**src/rtl/mbist_wb_bmaster_if.sv**
```systemverilog
// Burst-capable Wishbone-style bus between the MBIST burst master and its responder.
interface mbist_wb_bmaster_if;
  logic        wb_stb_o;
  logic [14:0] wb_adr_o;
  logic        wb_we_o;
  logic [31:0] wb_dat_o;
  logic [3:0]  wb_sel_o;
  logic [9:0]  wb_bl_o;
  logic        wb_bry_o;
  logic [31:0] wb_dat_i;
  logic        wb_ack_i;
  logic        wb_lack_i;
  logic        wb_err_i;

  modport master (
    output wb_stb_o, wb_adr_o, wb_we_o, wb_dat_o, wb_sel_o, wb_bl_o, wb_bry_o,
    input  wb_dat_i, wb_ack_i, wb_lack_i, wb_err_i
  );

  modport slave (
    input  wb_stb_o, wb_adr_o, wb_we_o, wb_dat_o, wb_sel_o, wb_bl_o, wb_bry_o,
    output wb_dat_i, wb_ack_i, wb_lack_i, wb_err_i
  );
endinterface

```
**src/rtl/mbist_wb_bmaster.sv**
```systemverilog
// Burst bus master: runs one write or read burst per command, buffering data through
// a write FIFO and a read FIFO, with per-beat timeout and error reporting.
module mbist_wb_bmaster #(
  parameter int unsigned FIFO_DEPTH = 4,
  parameter int unsigned TMO_WD     = 8
) (
  input  logic               wb_clk_i,
  input  logic               rst_n,
  input  logic               cmd_req,
  input  logic               cmd_we,
  input  logic [14:0]        cmd_addr,
  input  logic [9:0]         cmd_bl,
  input  logic [3:0]         cmd_sel,
  output logic               cmd_busy,
  output logic               cmd_done,
  output logic               cmd_err,
  input  logic [31:0]        wr_data,
  input  logic               wr_valid,
  output logic               wr_ready,
  output logic [31:0]        rd_data,
  output logic               rd_valid,
  input  logic               rd_ready,
  mbist_wb_bmaster_if.master wb
);

  localparam int unsigned AW = (FIFO_DEPTH > 1) ? $clog2(FIFO_DEPTH) : 1;
  localparam int unsigned CW = AW + 1;
  localparam logic [CW-1:0] DepthC = CW'(FIFO_DEPTH);
  // Last count value before the counter would reach all-ones.
  localparam logic [TMO_WD-1:0] TmoLast = ~TMO_WD'(1);

  typedef enum logic [1:0] {StIdle, StWrBurst, StRdBurst, StFinish} state_e;

  state_e            state_q, state_d;
  logic              we_q, we_d;
  logic [14:0]       adr_q, adr_d;
  logic [3:0]        sel_q, sel_d;
  logic [9:0]        bl_q, bl_d;
  logic [9:0]        issued_q, issued_d;
  logic [9:0]        acked_q, acked_d;
  logic [TMO_WD-1:0] tmo_q, tmo_d;
  logic              err_q, err_d;
  logic              alive_q;

  logic [31:0]   wf_mem [FIFO_DEPTH];
  logic [AW-1:0] wf_wptr_q, wf_rptr_q;
  logic [CW-1:0] wf_cnt_q;
  logic [31:0]   rf_mem [FIFO_DEPTH];
  logic [AW-1:0] rf_wptr_q, rf_rptr_q;
  logic [CW-1:0] rf_cnt_q;

  logic          wf_empty, wf_full, wf_push, wf_pop, wf_flush;
  logic          rf_empty, rf_full, rf_push_req, rf_push, rf_pop, rf_ovf;
  logic [CW-1:0] rf_free;
  logic          in_burst, beat_left, bry, beat;

  assign wf_empty  = (wf_cnt_q == '0);
  assign wf_full   = (wf_cnt_q == DepthC);
  assign rf_empty  = (rf_cnt_q == '0);
  assign rf_full   = (rf_cnt_q == DepthC);
  assign rf_free   = DepthC - rf_cnt_q;
  assign in_burst  = (state_q == StWrBurst) || (state_q == StRdBurst);
  assign beat_left = (issued_q < bl_q);

  always_comb begin
    bry = 1'b0;
    unique case (state_q)
      StWrBurst: bry = !wf_empty && beat_left;
      // Two free slots cover the beat already in flight behind the registered ack.
      StRdBurst: bry = beat_left && (rf_free >= CW'(2));
      default:   bry = 1'b0;
    endcase
  end

  assign beat     = in_burst && bry;
  assign wr_ready = alive_q && !wf_full;
  assign wf_push  = wr_valid && wr_ready;
  assign wf_pop   = beat && (state_q == StWrBurst);

  assign rd_valid    = !rf_empty;
  assign rf_pop      = rd_valid && rd_ready;
  assign rf_push_req = (state_q == StRdBurst) && (wb.wb_ack_i || wb.wb_lack_i);
  assign rf_push     = rf_push_req && (!rf_full || rf_pop);
  assign rf_ovf      = rf_push_req && !rf_push;

  always_comb begin
    state_d  = state_q;
    we_d     = we_q;
    adr_d    = adr_q;
    sel_d    = sel_q;
    bl_d     = bl_q;
    issued_d = issued_q;
    acked_d  = acked_q;
    tmo_d    = tmo_q;
    err_d    = err_q;
    wf_flush = 1'b0;
    unique case (state_q)
      StIdle: begin
        if (cmd_req) begin
          we_d     = cmd_we;
          adr_d    = cmd_addr;
          sel_d    = cmd_sel;
          bl_d     = (cmd_bl == '0) ? 10'd1 : cmd_bl;
          issued_d = '0;
          acked_d  = '0;
          tmo_d    = '0;
          err_d    = 1'b0;
          state_d  = cmd_we ? StWrBurst : StRdBurst;
        end
      end
      StWrBurst, StRdBurst: begin
        if (beat) issued_d = issued_q + 10'd1;
        if (wb.wb_ack_i) begin
          if (acked_q != '1) acked_d = acked_q + 10'd1;
          tmo_d = '0;
        end else begin
          tmo_d = tmo_q + 1'b1;
        end
        if (rf_ovf) err_d = 1'b1;
        if (wb.wb_err_i) begin
          err_d   = 1'b1;
          state_d = StFinish;
        end else if (wb.wb_lack_i) begin
          if (acked_q + 10'd1 != bl_q) err_d = 1'b1;
          state_d = StFinish;
        end else if (!wb.wb_ack_i && (tmo_q == TmoLast)) begin
          err_d   = 1'b1;
          state_d = StFinish;
        end
      end
      StFinish: begin
        wf_flush = err_q;
        state_d  = StIdle;
      end
      default: state_d = StIdle;
    endcase
  end

  always_ff @(posedge wb_clk_i or negedge rst_n) begin
    if (!rst_n) begin
      state_q  <= StIdle;
      we_q     <= 1'b0;
      adr_q    <= '0;
      sel_q    <= '0;
      bl_q     <= '0;
      issued_q <= '0;
      acked_q  <= '0;
      tmo_q    <= '0;
      err_q    <= 1'b0;
      alive_q  <= 1'b0;
    end else begin
      state_q  <= state_d;
      we_q     <= we_d;
      adr_q    <= adr_d;
      sel_q    <= sel_d;
      bl_q     <= bl_d;
      issued_q <= issued_d;
      acked_q  <= acked_d;
      tmo_q    <= tmo_d;
      err_q    <= err_d;
      alive_q  <= 1'b1;
    end
  end

  always_ff @(posedge wb_clk_i) begin
    if (wf_push) wf_mem[wf_wptr_q] <= wr_data;
    if (rf_push) rf_mem[rf_wptr_q] <= wb.wb_dat_i;
  end

  always_ff @(posedge wb_clk_i or negedge rst_n) begin
    if (!rst_n) begin
      wf_wptr_q <= '0;
      wf_rptr_q <= '0;
      wf_cnt_q  <= '0;
    end else begin
      if (wf_push) wf_wptr_q <= wf_wptr_q + 1'b1;
      if (wf_flush) begin
        // A push landing in the flush cycle survives as the new head.
        wf_rptr_q <= wf_wptr_q;
        wf_cnt_q  <= wf_push ? CW'(1) : '0;
      end else begin
        if (wf_pop) wf_rptr_q <= wf_rptr_q + 1'b1;
        unique case ({wf_push, wf_pop})
          2'b10:   wf_cnt_q <= wf_cnt_q + 1'b1;
          2'b01:   wf_cnt_q <= wf_cnt_q - 1'b1;
          default: wf_cnt_q <= wf_cnt_q;
        endcase
      end
    end
  end

  always_ff @(posedge wb_clk_i or negedge rst_n) begin
    if (!rst_n) begin
      rf_wptr_q <= '0;
      rf_rptr_q <= '0;
      rf_cnt_q  <= '0;
    end else begin
      if (rf_push) rf_wptr_q <= rf_wptr_q + 1'b1;
      if (rf_pop)  rf_rptr_q <= rf_rptr_q + 1'b1;
      unique case ({rf_push, rf_pop})
        2'b10:   rf_cnt_q <= rf_cnt_q + 1'b1;
        2'b01:   rf_cnt_q <= rf_cnt_q - 1'b1;
        default: rf_cnt_q <= rf_cnt_q;
      endcase
    end
  end

  assign rd_data  = rf_empty ? '0 : rf_mem[rf_rptr_q];
  assign cmd_busy = in_burst;
  assign cmd_done = (state_q == StFinish) && !err_q;
  assign cmd_err  = (state_q == StFinish) && err_q;

  assign wb.wb_stb_o = in_burst;
  assign wb.wb_adr_o = adr_q;
  assign wb.wb_we_o  = we_q;
  assign wb.wb_dat_o = wf_empty ? '0 : wf_mem[wf_rptr_q];
  assign wb.wb_sel_o = sel_q;
  assign wb.wb_bl_o  = bl_q;
  assign wb.wb_bry_o = bry;

endmodule

```
**src/flat_wrapper.sv**
```systemverilog
// flat-port wrapper written by rule: the top's interface ports become plain ports
module mbist_wb_bmaster_flat 
#(
  parameter int unsigned FIFO_DEPTH = 4,
  parameter int unsigned TMO_WD     = 8
)
  (wb_clk_i, rst_n, cmd_req, cmd_we, cmd_addr, cmd_bl, cmd_sel, cmd_busy, cmd_done, cmd_err, wr_data, wr_valid, wr_ready, rd_data, rd_valid, rd_ready, wb_wb_stb_o, wb_wb_adr_o, wb_wb_we_o, wb_wb_dat_o, wb_wb_sel_o, wb_wb_bl_o, wb_wb_bry_o, wb_wb_dat_i, wb_wb_ack_i, wb_wb_lack_i, wb_wb_err_i);
  mbist_wb_bmaster_if wb_i ();
  input  logic wb_clk_i;
  input  logic rst_n;
  input  logic cmd_req;
  input  logic cmd_we;
  input  logic [14:0] cmd_addr;
  input  logic [9:0] cmd_bl;
  input  logic [3:0] cmd_sel;
  output logic cmd_busy;
  output logic cmd_done;
  output logic cmd_err;
  input  logic [31:0] wr_data;
  input  logic wr_valid;
  output logic wr_ready;
  output logic [31:0] rd_data;
  output logic rd_valid;
  input  logic rd_ready;
  output wire logic [$bits(wb_i.wb_stb_o)-1:0] wb_wb_stb_o;
  output wire logic [$bits(wb_i.wb_adr_o)-1:0] wb_wb_adr_o;
  output wire logic [$bits(wb_i.wb_we_o)-1:0] wb_wb_we_o;
  output wire logic [$bits(wb_i.wb_dat_o)-1:0] wb_wb_dat_o;
  output wire logic [$bits(wb_i.wb_sel_o)-1:0] wb_wb_sel_o;
  output wire logic [$bits(wb_i.wb_bl_o)-1:0] wb_wb_bl_o;
  output wire logic [$bits(wb_i.wb_bry_o)-1:0] wb_wb_bry_o;
  input wire logic [$bits(wb_i.wb_dat_i)-1:0] wb_wb_dat_i;
  input wire logic [$bits(wb_i.wb_ack_i)-1:0] wb_wb_ack_i;
  input wire logic [$bits(wb_i.wb_lack_i)-1:0] wb_wb_lack_i;
  input wire logic [$bits(wb_i.wb_err_i)-1:0] wb_wb_err_i;
  assign wb_wb_stb_o = wb_i.wb_stb_o;
  assign wb_wb_adr_o = wb_i.wb_adr_o;
  assign wb_wb_we_o = wb_i.wb_we_o;
  assign wb_wb_dat_o = wb_i.wb_dat_o;
  assign wb_wb_sel_o = wb_i.wb_sel_o;
  assign wb_wb_bl_o = wb_i.wb_bl_o;
  assign wb_wb_bry_o = wb_i.wb_bry_o;
  assign wb_i.wb_dat_i = wb_wb_dat_i;
  assign wb_i.wb_ack_i = wb_wb_ack_i;
  assign wb_i.wb_lack_i = wb_wb_lack_i;
  assign wb_i.wb_err_i = wb_wb_err_i;
  mbist_wb_bmaster #(.FIFO_DEPTH(FIFO_DEPTH), .TMO_WD(TMO_WD)) u_core (.wb_clk_i(wb_clk_i), .rst_n(rst_n), .cmd_req(cmd_req), .cmd_we(cmd_we), .cmd_addr(cmd_addr), .cmd_bl(cmd_bl), .cmd_sel(cmd_sel), .cmd_busy(cmd_busy), .cmd_done(cmd_done), .cmd_err(cmd_err), .wr_data(wr_data), .wr_valid(wr_valid), .wr_ready(wr_ready), .rd_data(rd_data), .rd_valid(rd_valid), .rd_ready(rd_ready), .wb(wb_i));
endmodule
```
**config.mk**
```make
export PLATFORM = sky130hd
export DESIGN_NAME = mbist_wb_bmaster_flat
export DESIGN_NICKNAME = d
export VERILOG_FILES = /design/src/rtl/mbist_wb_bmaster_if.sv /design/src/rtl/mbist_wb_bmaster.sv /design/src/flat_wrapper.sv
export SDC_FILE = /design/constraint.sdc
export NUM_CORES = 1
export LEC_CHECK = 0
export CORE_MARGIN = 2
export CORE_UTILIZATION = 55
export DETAILED_ROUTE_END_ITERATION = 8
export GPL_TIMING_DRIVEN = 0
export MAX_ROUTING_LAYER = met4
export PLACE_DENSITY = 0.92
export RECOVER_POWER = 50
export SETUP_SLACK_MARGIN = 0.4
export SYNTH_ARGS = -nofsm -noshare
export SYNTH_HDL_FRONTEND = slang
export SYNTH_SLANG_ARGS = --single-unit
```
**constraint.sdc**
```tcl
create_clock -name wb_clk_i -period 3.8 [get_ports wb_clk_i]
set_input_delay 0.76 -clock wb_clk_i [delete_from_list [all_inputs] [get_ports wb_clk_i]]
set_output_delay 0.76 -clock wb_clk_i [all_outputs]
set_load 0.005 [all_outputs]
```
==> results.py, run 1 <==
metrics = {
    "global_routing": {
        "grt_usage_pct": 22.9,
        "grt_pass1_vias": 8422,
        "grt-ovfl-total": 0,
        "grt_antenna_before_repair": 8,
        "grt_pass1_wl_um": 45600,
        "grt_max_degree": 69,
    },
    "clock_network": {
        "clk_latency_ns": 0.51,
        "cts_tree": "yes",
        "clk_transition_reported_paths_ns": 0.06,
        "clkSinkCount": 332,
        "cts_buffers": 35,
        "clk_path_buf_depth": 3,
        "root_buffer": "clkbuf_16",
        "cts_setup_buffers": 0,
        "htree_levels": 2,
    },
    "route": {
        "post-route-drc-count": 0,
        "num_vias": 8155,
        "dr.first_iter.drc_count": 676,
        "via_per_inst": 5.60,
        "dr.pass1.iters": 4,
        "wire_per_inst_um": 20.0,
        "finalWirelength_um": 29100,
        "antenna_left": 0,
    },
    "placed_design": {
        "postPlaceCellArea_mm2": 0.0165,
        "dp_hpwl_um": 19500,
        "port_buffers": 202,
        "gp_congestion": 0.909,
        "dp_cells": 1383,
    },
    "synthesis": {
        "avgSynthCellArea_um2": 16.5,
        "netlist_instances": 850,
        "synth_cell_types": 58,
        "mappedNetlistArea_mm2": 0.0140,
        "ys_ff_latch": 332,
        "async_flop_share_pct": 22.9,
        "synth_edf_count": 256,
        "synth_nets": 984,
        "ys_seq_area_share_pct": 68.5,
        "yosys_warnings": 0,
        "yosys_most_used_dff": "edfxtp_1",
    },
    "hold_path": {
        "hp-class": "in2async",
    },
    "die": {
        "core-area_mm2": 0.0251,
        "num_rows": 58,
        "dieHeight_um": 164,
        "io_pins": 203,
        "die_w_um": 164,
        "start_util_pct": 55.8,
        "die_area_mm2": 0.0268,
    },
    "critical_path": {
        "crit_start": "u_core.rf_cnt_q[0]$_DFFE_PN0P_",
        "reg2reg_slack_ns": 0.54,
        "startpoint_type": "register",
        "max_stage_delay_ns": 0.51,
        "cp_data_required_time_ns": 3.04,
        "path_max_fanout": 10,
        "r2r_cells": 13,
        "timing.rr.start": "u_core.rf_cnt_q[0]$_DFFE_PN0P_",
        "worst_setup_path_end_kind": "primary output",
        "crit_end": "rd_data[18]",
        "cp_cell_sequence": "inv_1, ha_1, ha_1, inv_1, clkbuf_2, and2_1, clkdlybuf4s50_1",
        "arrival_ns": 2.58,
        "crit-reg2reg-capture": "u_core.wf_cnt_q[2]$_DFFE_PN0P_",
        "cp_slowest_cell": "clkdlybuf4s50_1",
        "crit_type": "reg2out",
    },
    "timing": {
        "finalSetupTns_ns": 0,
        "slew_headroom_pct": -12.0,
        "max_freq_ghz": 0.300,
        "fin_crit_ns": 3.34,
        "timing.final.hold_violations": 0,
        "tightest_slew_ns": 1.68,
        "rsz0062_at_grt": "no",
        "fin_crit_sh_pct": 87.8,
        "setup_viol": 0,
        "slew_viol_final": 69,
        "hold_slack_ns": 0.195,
        "fin_worst_skew_ns": 0.0175,
    },
    "run": {
        "cap_violations": 1,
    },
    "finish": {
        "nets": 1224,
        "drive_gt1_share_pct": 16.7,
        "final_cell_area_mm2": 0.0176,
        "ff_latch_area_mm2": 0.00959,
        "fillers": 1613,
        "mostFrequentLayoutCells": "edfxtp_1 (256), clkdlybuf4s50_1 (109), dlygate4sd3_1 (91)",
        "fin_cells": 1457,
        "multi_input_area_mm2": 0.00415,
        "layout.cells.most_common": "edfxtp_1",
        "synthToLayoutAreaGrowth_pct": 25.9,
    },
    "power_and_ir_drop": {
        "totalPowerFinal_w": 0.0134,
        "leakagePower_nw": 6.32,
        "ir_drop_mv": 0.417,
        "powerDensity_mw_per_mm2": 760,
    },
    "status": {
        "violations": "capacitance limit, slew limit",
        "status": "finished with violations",
    },
}
-- synthesized netlist by cell type, types with 11 or more instances --
library cell | number | area share (%)
xnor2_1 | 15 | 0.94
nor3_1 | 11 | 0.39
xor2_1 | 12 | 0.75
buf_2 | 13 | 0.46
dfrtp_1 | 76 | 14
nand3_1 | 17 | 0.61
o21ai_0 | 21 | 0.75
mux2_2 | 29 | 2.3
mux4_2 | 64 | 10
nand2_1 | 36 | 0.96
inv_1 | 27 | 0.72
and2_1 | 70 | 3.1
ha_1 | 30 | 2.7
nor2_1 | 27 | 0.72
edfxtp_1 | 256 | 55
a21oi_1 | 23 | 0.82
clkbuf_1 | 22 | 0.59
-- worst max-delay path, delay by kind of cell, from the launching register on --
| kind | cells | cell delay, ns |
|---|---|---|
| DFF | 1 | 0.36 |
| and+or+nand+nor | 1 | 0.20 |
| adders and majority gates | 2 | 0.41 |
| buffers and inverters | 4 | 1.09 |
-- per-stage QoR --
stage,worst slack (ns),util [%]
finish,0.463,70.3
global route,0.253,70.2
detailed placement,0.600,65.6
global placement,-0.765,65.5
CTS,0.398,70.2
floorplan,1.02,-
-- routing by layer --
layer	GRT usage (%)	vias to the layer above	routed length [um]
met5	-	-	0
met4	5.46	0	516
met3	4.90	44	1810
met2	38.0	271	14600
met1	29.4	4090	12200
li1	-	3750	-
-- worst min-delay path by stage --
| stage | startpoint | endpoint | slack [ns] | cells past startpoint |
|---|---|---|---|---|
| 2_1_floorplan | u_core.rf_cnt_q[0]$_DFFE_PN0P_ | u_core.rf_cnt_q[0]$_DFFE_PN0P_ | 0.45 | 1 |
| 3_3_place_gp | u_core.rf_cnt_q[0]$_DFFE_PN0P_ | u_core.rf_cnt_q[0]$_DFFE_PN0P_ | 0.46 | 1 |
| 3_5_place_dp | u_core.rf_cnt_q[0]$_DFFE_PN0P_ | u_core.rf_cnt_q[0]$_DFFE_PN0P_ | 0.47 | 1 |
| 4_1_cts | rst_n | u_core.tmo_q[4]$_DFFE_PN0P_ | 0.07 | 1 |
| 5_1_grt | rst_n | u_core.tmo_q[4]$_DFFE_PN0P_ | 0.23 | 1 |
| 6_report | rst_n | u_core.tmo_q[4]$_DFFE_PN0P_ | 0.19 | 1 |
-- cells by family (layout without fill, tap and decap cells) --
logic type	after synthesis	in the layout	share of synthesized area, %
flops	332	332	68.5
xor+xnor	27	27	1.69
simple gates	210	210	8.16
mux	96	96	12.9
compound gates	87	87	3.84
other cells	1	13	0.0268
fa+ha+maj	32	32	2.97
buf+inv	65	330	1.99
-- report_power, final --
| group | total, W | internal, W | switching [W] |
|---|---|---|---|
| registers | 0.00492 | 0.00458 | 0.000332 |
| logic | 0.00518 | 0.00280 | 0.00238 |
| clock network | 0.00331 | 0.00197 | 0.00133 |
| total | 0.0134 | 0.00935 | 0.00405 |
-- cell type report --
class,instances,share of cell area [%]
repair buffers,203,11.4
multi-input cells,453,23.5
flip-flops and latches,332,54.4
diodes,12,0.170
clock buffers,45,5.35
inverters,27,0.574
clock inverters,17,1.04
plain buffers,38,1.21
well taps,330,2.34
-- state kept, by name, summed over array words and instances, names as in the netlist, 3 cells and up --
name                flops
u_core.tmo_q            8
u_core.acked_q         10
u_core.issued_q        10
u_core.wf_mem         128
u_core.wb.wb_sel_o      4
u_core.wb.wb_adr_o     15
u_core.wf_cnt_q         3
u_core.wb.wb_bl_o      10
u_core.rf_cnt_q         3
u_core.rf_mem         128
-- repair_timing --
action | in CTS | in global routing
hold buffers | 0 | 0
resized for setup | 17 | 9
pin swaps | 0 | 0
setup endpoints to repair | 59 | 55
Note: power is estimated with default switching activity, not from simulation.
==> inputs of run 2 (changes only) <==
CTS_CLUSTER_SIZE = 25   (was default)
==> results of run 2 <==
No change in the layout: final DEF, timing and power equal those of run 1.
==> inputs of run 3 (changes only) <==
CORE_UTILIZATION = 40   (was 55)
PLACE_DENSITY = 0.73   (was 0.92)
SLEW_MARGIN = 10   (was default)
==> run 3 against run 2 <==
  * First-iteration DRC count down 38%
  * Register-to-register slack better by 0.18 ns
  * Cell count increased by 8.9%
  * Non-clock buffer count is 11 higher
  * Design area grew 2.3%
  * Worst setup slack lost 0.097 ns
  * The flow still finishes with violations (capacitance limit, slew limit)
  * Clock-buffer cell count fell by 6
  * Power is 1.4% higher
  * Global-route usage fell by 6.2 points
  * Hold slack better by 0.28 ns
  * Core utilization down 18 points
==> results.py, run 3 (same netlist as run 1, synthesis figures left out) <==
metrics = {
    "critical_path": {
        "arrival_ns": 2.67,
        "reg2reg_slack_ns": 0.72,
        "worst_setup_path_end_kind": "primary output",
        "startpoint_type": "register",
        "path_max_fanout": 9,
        "crit_type": "reg2out",
        "cp_data_required_time_ns": 3.04,
    },
    "timing": {
        "fin_crit_ns": 3.43,
        "setup_viol": 0,
        "slew_headroom_pct": -10.8,
        "fin_crit_sh_pct": 90.4,
        "rsz0062_at_grt": "yes",
        "max_freq_ghz": 0.291,
        "slew_viol_final": 32,
        "tightest_slew_ns": 1.66,
        "fin_worst_skew_ns": 0.0178,
        "timing.final.hold_violations": 0,
        "finalSetupTns_ns": 0,
    },
    "power_and_ir_drop": {
        "powerDensity_mw_per_mm2": 753,
        "ir_drop_mv": 0.427,
        "leakagePower_nw": 6.41,
    },
    "hold_path": {
        "hp-class": "reg2reg",
    },
    "clock_network": {
        "postCtsHoldBufs": 0,
        "cts_buffers": 35,
        "clkSinkCount": 332,
        "clk_path_buf_depth": 3,
        "clk_transition_reported_paths_ns": 0.06,
        "htree_levels": 2,
        "clk_latency_ns": 0.51,
        "root_buffer": "clkbuf_16",
        "cts_tree": "yes",
    },
    "route": {
        "via_per_inst": 5.15,
        "antenna_left": 0,
        "finalWirelength_um": 29200,
        "dr.first_iter.drc_count": 418,
        "post-route-drc-count": 0,
        "wire_per_inst_um": 18.4,
        "num_vias": 8166,
        "dr.pass1.iters": 5,
    },
    "placed_design": {
        "postPlaceCellArea_mm2": 0.0168,
        "dp_hpwl_um": 19900,
        "dp_cells": 1516,
        "gp_congestion": 0.861,
        "port_buffers": 202,
    },
    "finish": {
        "synthToLayoutAreaGrowth_pct": 28.8,
        "nets": 1235,
        "fillers": 2875,
        "drive_gt1_share_pct": 17.7,
        "fin_cells": 1587,
        "final_cell_area_mm2": 0.0180,
        "layout.cells.most_common": "edfxtp_1",
        "mostFrequentLayoutCells": "edfxtp_1 (256), clkdlybuf4s50_1 (136), dfrtp_1 (74)",
        "fin_util_pct": 52.2,
    },
    "die": {
        "die_area_mm2": 0.0365,
        "dieHeight_um": 191,
        "start_util_pct": 40.5,
        "core-area_mm2": 0.0345,
        "die_w_um": 191,
        "io_pins": 203,
        "num_rows": 68,
    },
    "run": {
        "cap_violations": 1,
    },
    "global_routing": {
        "grt_antenna_before_repair": 4,
        "grt-ovfl-total": 0,
        "grt_max_degree": 47,
        "grt_pass1_vias": 8565,
        "grt_pass1_wl_um": 46300,
        "grt_usage_pct": 16.7,
    },
    "status": {
        "violations": "capacitance limit, slew limit",
        "status": "finished with violations",
    },
}
run 3: layer usage:
| metal | vias up | global-route usage (%) | part of all wire, % |
|---|---|---|---|
| li1 | 3751 | - | - |
| met1 | 4091 | 22.2 | 44 |
| met2 | 269 | 26.5 | 47 |
| met3 | 55 | 3.41 | 7.1 |
| met4 | 0 | 4.47 | 1.9 |
| met5 | - | - | 0 |
run 3: cell type report:
class	instances	area [um^2]	share of cell area [%]
plain buffers	38	223	1.23
repair buffers	214	2250	12.5
clock buffers	39	912	5.06
multi-input cells	453	4170	23.1
well taps	455	569	3.16
diodes	5	12.5	0.0693
clock inverters	24	211	1.17
inverters	27	103	0.569
flip-flops and latches	332	9590	53.2
run 3: path summary, 6_finish.rpt:
| kind | start | endpoint | cells past startpoint |
|---|---|---|---|
| hold / removal | u_core.rf_cnt_q[0]$_DFFE_PN0P_ | u_core.rf_cnt_q[0]$_DFFE_PN0P_ | 1 |
| min in group asynchronous | rst_n | u_core.tmo_q[5]$_DFFE_PN0P_ | 1 |
| max in group asynchronous | rst_n | u_core.issued_q[1]$_DFFE_PN0P_ | 2 |
| setup reg to reg | u_core.state_q[0]$_DFFE_PN0P_ | u_core.acked_q[2]$_DFFE_PN0P_ | 8 |
| setup / recovery | u_core.state_q[0]$_DFFE_PN0P_ | wb_wb_bry_o | 6 |
| hold reg to reg | u_core.rf_cnt_q[0]$_DFFE_PN0P_ | u_core.rf_cnt_q[0]$_DFFE_PN0P_ | 1 |
run 3: critical path, stage by stage, from the launching register on:
cell and delay [ns]:
dfrtp_1 0.41, inv_1 0.08, ha_1 0.34, clkbuf_1 0.38, clkinvlp_2 0.32, nor4_4 0.36
dlygate4sd2_1 0.27
run 3: repair_timing:
| action | 4_1_cts | 5_1_grt |
|---|---|---|
| endpoints found under the setup margin | 59 | 55 |
| buffers inserted | 3 | 0 |
| endpoints found under the hold margin | 0 | 0 |
| gates resized for setup | 22 | 14 |
run 3: report_power, final:
group	internal [W]	total (W)	switching (W)
logic	0.00297	0.00539	0.00241
registers	0.00458	0.00488	0.000308
clock network	0.00194	0.00332	0.00138
run 3: per-stage QoR:
stage / setup WS (ns) / total power [W] / hold WS (ns)
floorplan: 1.02 / 0.00782 / 0.446
global placement: -0.925 / 0.0102 / 0.465
detailed placement: 0.637 / 0.0103 / 0.466
CTS: 0.265 / 0.0138 / 0.189
global route: 0.251 / 0.0144 / 0.500
finish: 0.366 / 0.0136 / 0.473
